`config.mk`:
```
export PLATFORM = sky130hd
export DESIGN_NAME = alu_arbiter
export DESIGN_NICKNAME = d
export VERILOG_FILES = /design/src/rtl/alu_arbiter.sv
export SDC_FILE = /design/constraint.sdc
export NUM_CORES = 1
export LEC_CHECK = 0
export ABC_AREA = 1
export CAP_MARGIN = 25
export CORE_ASPECT_RATIO = 1.2
export CORE_MARGIN = 1.5
export CORE_UTILIZATION = 39
export CTS_CLUSTER_DIAMETER = 150
export DETAILED_ROUTE_END_ITERATION = 10
export GPL_ROUTABILITY_DRIVEN = 1
export PLACE_DENSITY_LB_ADDON = 0.2
export SYNTH_ARGS = -nofsm -noshare
export SYNTH_HDL_FRONTEND = slang
export SYNTH_SLANG_ARGS = --single-unit
```
`constraint.sdc`:
```
create_clock -name CLK -period 1.5 [get_ports CLK]
set_clock_uncertainty 0.05 [all_clocks]
set_input_delay 0.225 -clock CLK [delete_from_list [all_inputs] [get_ports CLK]]
set_output_delay 0.225 -clock CLK [all_outputs]
set_load 0.01 [all_outputs]
```
`src/rtl/alu_arbiter.sv`:
```
// Round-robin arbiter that shares one combinational ALU between two requesters,
// with registered operands and a one-deep response buffer per requester.

package cpu_types_pkg;
    localparam int WORD_W = 32;

    typedef logic [3:0] aluop_t;

    typedef struct packed {
        logic [WORD_W-1:0] out;
        logic              of;
        logic              zf;
        logic              nf;
    } rsp_t;
endpackage

module alu_arbiter
    import cpu_types_pkg::*;
#(
    parameter logic RR_INIT = 1'b0
) (
    input  logic              CLK,
    input  logic              nRST,

    input  logic              req0_valid,
    input  aluop_t            req0_op,
    input  logic [WORD_W-1:0] req0_porta,
    input  logic [WORD_W-1:0] req0_portb,
    output logic              req0_ready,

    input  logic              req1_valid,
    input  aluop_t            req1_op,
    input  logic [WORD_W-1:0] req1_porta,
    input  logic [WORD_W-1:0] req1_portb,
    output logic              req1_ready,

    output logic              rsp0_valid,
    output logic [WORD_W-1:0] rsp0_out,
    output logic              rsp0_of,
    output logic              rsp0_zf,
    output logic              rsp0_nf,
    input  logic              rsp0_ready,

    output logic              rsp1_valid,
    output logic [WORD_W-1:0] rsp1_out,
    output logic              rsp1_of,
    output logic              rsp1_zf,
    output logic              rsp1_nf,
    input  logic              rsp1_ready,

    output aluop_t            alu_op,
    output logic [WORD_W-1:0] alu_porta,
    output logic [WORD_W-1:0] alu_portb,
    input  logic [WORD_W-1:0] alu_out,
    input  logic              alu_of,
    input  logic              alu_zf,
    input  logic              alu_nf
);

    logic [1:0]        req_valid;
    logic [1:0]        rsp_ready;
    logic [1:0]        elig;
    logic [1:0]        grant;

    logic              issue_valid;
    logic              issue_id;
    aluop_t            issue_op;
    logic [WORD_W-1:0] issue_a;
    logic [WORD_W-1:0] issue_b;

    logic [1:0]        rsp_valid;
    rsp_t              rsp_q [2];
    rsp_t              alu_res;
    logic              prio;

    assign req_valid = {req1_valid, req0_valid};
    assign rsp_ready = {rsp1_ready, rsp0_ready};
    assign alu_res   = '{out: alu_out, of: alu_of, zf: alu_zf, nf: alu_nf};

    // A requester is blocked while its op is in flight or while its
    // response slot is full and not being drained this cycle.
    always_comb begin
        // NOTE: every combinational output gets a default first so no path leaves it unassigned (no latch).
        elig  = 2'b00;
        grant = 2'b00;
        for (int n = 0; n < 2; n++) begin
            elig[n] = !(issue_valid && issue_id == 1'(n)) && (!rsp_valid[n] || rsp_ready[n]);
        end
        case (req_valid & elig)
            2'b01:   grant = 2'b01;
            2'b10:   grant = 2'b10;
            2'b11:   grant = prio ? 2'b10 : 2'b01;
            default: grant = 2'b00;
        endcase
    end

    always_ff @(posedge CLK or negedge nRST) begin
        if (!nRST) begin
            issue_valid <= 1'b0;
            issue_id    <= 1'b0;
            issue_op    <= '0;
            issue_a     <= '0;
            issue_b     <= '0;
            prio        <= RR_INIT;
        end else if (grant != 2'b00) begin
            // NOTE: sequential state uses non-blocking assignments so every register samples pre-edge values.
            issue_valid <= 1'b1;
            issue_id    <= grant[1];
            issue_op    <= grant[1] ? req1_op    : req0_op;
            issue_a     <= grant[1] ? req1_porta : req0_porta;
            issue_b     <= grant[1] ? req1_portb : req0_portb;
            prio        <= ~grant[1];
        end else begin
            issue_valid <= 1'b0;
        end
    end

    always_ff @(posedge CLK or negedge nRST) begin
        if (!nRST) begin
            rsp_valid <= 2'b00;
            // NOTE: response data is reset as well so the result outputs read 0 straight out of reset.
            rsp_q[0]  <= '0;
            rsp_q[1]  <= '0;
        end else begin
            for (int n = 0; n < 2; n++) begin
                if (issue_valid && issue_id == 1'(n)) begin
                    rsp_valid[n] <= 1'b1;
                    rsp_q[n]     <= alu_res;
                end else if (rsp_valid[n] && rsp_ready[n]) begin
                    rsp_valid[n] <= 1'b0;
                end
            end
        end
    end

    assign req0_ready = grant[0];
    assign req1_ready = grant[1];

    assign alu_op    = issue_op;
    assign alu_porta = issue_a;
    assign alu_portb = issue_b;

    assign rsp0_valid = rsp_valid[0];
    assign rsp0_out   = rsp_q[0].out;
    assign rsp0_of    = rsp_q[0].of;
    assign rsp0_zf    = rsp_q[0].zf;
    assign rsp0_nf    = rsp_q[0].nf;

    assign rsp1_valid = rsp_valid[1];
    assign rsp1_out   = rsp_q[1].out;
    assign rsp1_of    = rsp_q[1].of;
    assign rsp1_zf    = rsp_q[1].zf;
    assign rsp1_nf    = rsp_q[1].nf;

endmodule

```
==> impl_metrics.toml <==
[synthesis]
seq_area_frac_synth = 0.5996
synth_nets = 842
synth_warnings = 0
syn_area_per_cell_um2 = 8.975
synthesis.area_um2 = 5968
ys_types = 17
ys_ff_latch = 143
syn_inst = 665

[critical_path]
crit_type = "reg -> out"
crit_arrival_ns = 1.33
worstPathRequired_ns = 1.22
critPathMaxStageDelay_ns = 0.41
critical_path.startpoint_type = "flop"
crit_top_cell = "buf_6"
critPathMaxFanout = 2
crit_path_cell_trace = "nand2_2 > buf_6 > nand4_4 > nand2_1 > inv_1 > buf_6"
worst_path_max_delay_cell = "dfrtp_1"
end_kind = "primary output"
reg2reg_depth = 7

[global_routing]
grt_max_degree = 72
grt_pass1_wl_um = 29820
gr-total-overflow = 0
grt_pass1_vias = 5747
track_usage = 0.2414
antenna_found_initial = 1

[timing]
holdWs_ns = 0.2225
tightest_slew_ns = 0.6377
min_period_ns = 1.608
fin_crit_sh = 1.072
drv_slew = 0
rsz0062_at_grt = "true"
finalHoldViolCount = 0
finalSetupViolCount = 2
max-slew-margin-rel = 0.5748
worst_slack_ns = -0.1083
max_freq_ghz = 0.6218

[final_layout]
fillers = 1306
fin_util = 0.6678
layout.nets = 1162
area_growth_pct = 67.38
drive_above_1_share = 0.08016

[place]
hpwl_um = 13440
io_buffers = 318
gp_congestion = 0.8032
pre_cts_slack_ns = -0.4519

[floorplanning]
pin_count = 319
die_x_um = 115.9
die_h_um = 138.5
num_rows = 49
start_util = 0.3990
dieArea_um2 = 16060
design.core.area_um2 = 14960

[detailed_routing]
drc = 0
routedWlPerCell_um = 16.00
drtIter0Drc = 306
drt-pass1-iter-count = 4
num_vias = 5993
detail-route-antenna-nets = 0
via_per_inst = 4.982
routed_wl_um = 19240

[clock_network]
htree_levels = 4
cts_inserted_buffers = 17
cts_root_buf = "clkbuf_16"
tritoncts = "done"
clk_latency_ns = 0.42
cts_sinks = 143
cts_buffer_depth = 2
clk_pin_slew_ns = 0.06

[power_and_ir_drop]
powerDensity_nw_per_um2 = 1951
ir_drop_mv = 0.8629
p_leak_nw = 4.897

[status]
outcome = "complete, but fails checks"
violations = "setup timing"

[worst_hold_path]
hold_class = "in -> async"

[job]
maxCapViolCount = 0
[flip-flops by register name, indices dropped and copies added, names as in the netlist, 2 cells and up]
signal / flops
alu_porta: 32
alu_portb: 32
rsp0_out: 32
rsp1_out: 32
alu_op: 4
rsp_valid: 2
[synthesized netlist by cell type]
cell	count	area (um2)
nand3_1	203	1016
nand2_1	145	544.3
dfrtp_1	143	3578
o21ai_0	72	360.4
inv_1	41	153.9
clkbuf_1	30	112.6
buf_2	13	65.06
buf_6	4	45.04
inv_2	4	15.01
nand2_2	2	12.51
nand3_2	2	20.02
buf_1	1	3.750
buf_4	1	7.510
nand2_4	1	11.26
nand4_1	1	6.260
nand4_2	1	12.51
nor2_1	1	3.750
[cell families after synthesis]
kind of cell / Yosys count / synth area share
and+or+nand+nor: 356 / 0.2725
DFF: 143 / 0.5996
buffers and inverters: 94 / 0.06750
AOI/OAI and AO/OA: 72 / 0.06038
[layer usage]
metal / GRT usage / wire (um)
met1: 0.2714 / 7204
met2: 0.4096 / 9791
met3: 0.08417 / 1678
met4: 0.1046 / 568
met5: 0 / 0
[layout make-up]
class	instances	area, um2	area share
clock inverters	14	131.4	0.01315
flip-flops and latches	143	3578	0.3582
well taps	204	255.2	0.02555
repair buffers	350	3411	0.3414
inverters	45	168.9	0.01691
diodes	1	2.502	0.0002505
clock buffers	18	439.2	0.04396
multi-input cells	428	2003	0.2005
[stage by stage]
stage          cell area [um2]  TNS [ns]  power (W)  std cells
3_5_place_dp              9520    -17.27    0.01679       1168
5_1_grt                   9987    -2.797    0.02082       1202
2_1_floorplan             5968         0    0.01101        665
3_3_place_gp              9520    -15.84    0.01664       1168
4_1_cts                   9941   -0.2361    0.01959       1201
6_report                  9990   -0.1923    0.01949       1203
[cells in the final DEF, fill, tap and decap left out]
cell type,n
buf_16,2
buf_12,7
o21ai_0,72
nand2_1,142
nand2_2,5
clkdlybuf4s50_1,175
bufinv_16,1
nand4_1,1
clkbuf_16,18
dlygate4sd2_1,140
nand3_1,203
buf_4,18
nand2_4,1
nand4_4,1
clkinvlp_4,4
inv_6,4
clkbuf_8,1
nor2_1,1
buf_6,6
dlygate4sd3_1,1
diode_2,1
inv_2,5
dfrtp_1,143
clkinv_4,3
nand3_2,2
inv_1,40
clkinv_2,2
[final timing paths]
path	endpoint	slack (ns)	from
max in group asynchronous	rsp1_out[4]$_DFFE_PN0P_	0.61	nRST
min in group CLK	rsp0_out[25]$_DFFE_PN0P_	0.32	alu_out[25]
hold / removal	rsp1_out[25]$_DFFE_PN0P_	0.22	nRST
hold reg to reg	rsp0_nf$_DFFE_PN0P_	0.43	rsp0_nf$_DFFE_PN0P_
setup / recovery	req0_ready	-0.11	issue_valid$_DFF_PN0_
setup reg to reg	alu_portb[27]$_DFFE_PN0P_	0.05	issue_id$_DFFE_PN0P_
[what timing repair did]
item / CTS / global route
hold endpoints to repair: 32 / 0
endpoints found under the setup margin: 147 / 87
hold buffers: 1 / 0
buffers inserted: 0 / 0
pin swaps: 4 / 5
gates resized for setup: 156 / 4
cloned: 0 / 1
[power breakdown]
group	switching [W]	internal (W)
registers	0.000940	0.00577
clock network	0.00170	0.00234
logic	0.00483	0.00390
[critical path, delay by kind of cell, from the launching register on]
kind,cells,cell delay (ns)
AND/OR/NAND/NOR,3,0.25
flip-flops,1,0.41
buffers and inverters,3,0.26
(Power assumes the default switching activity.)
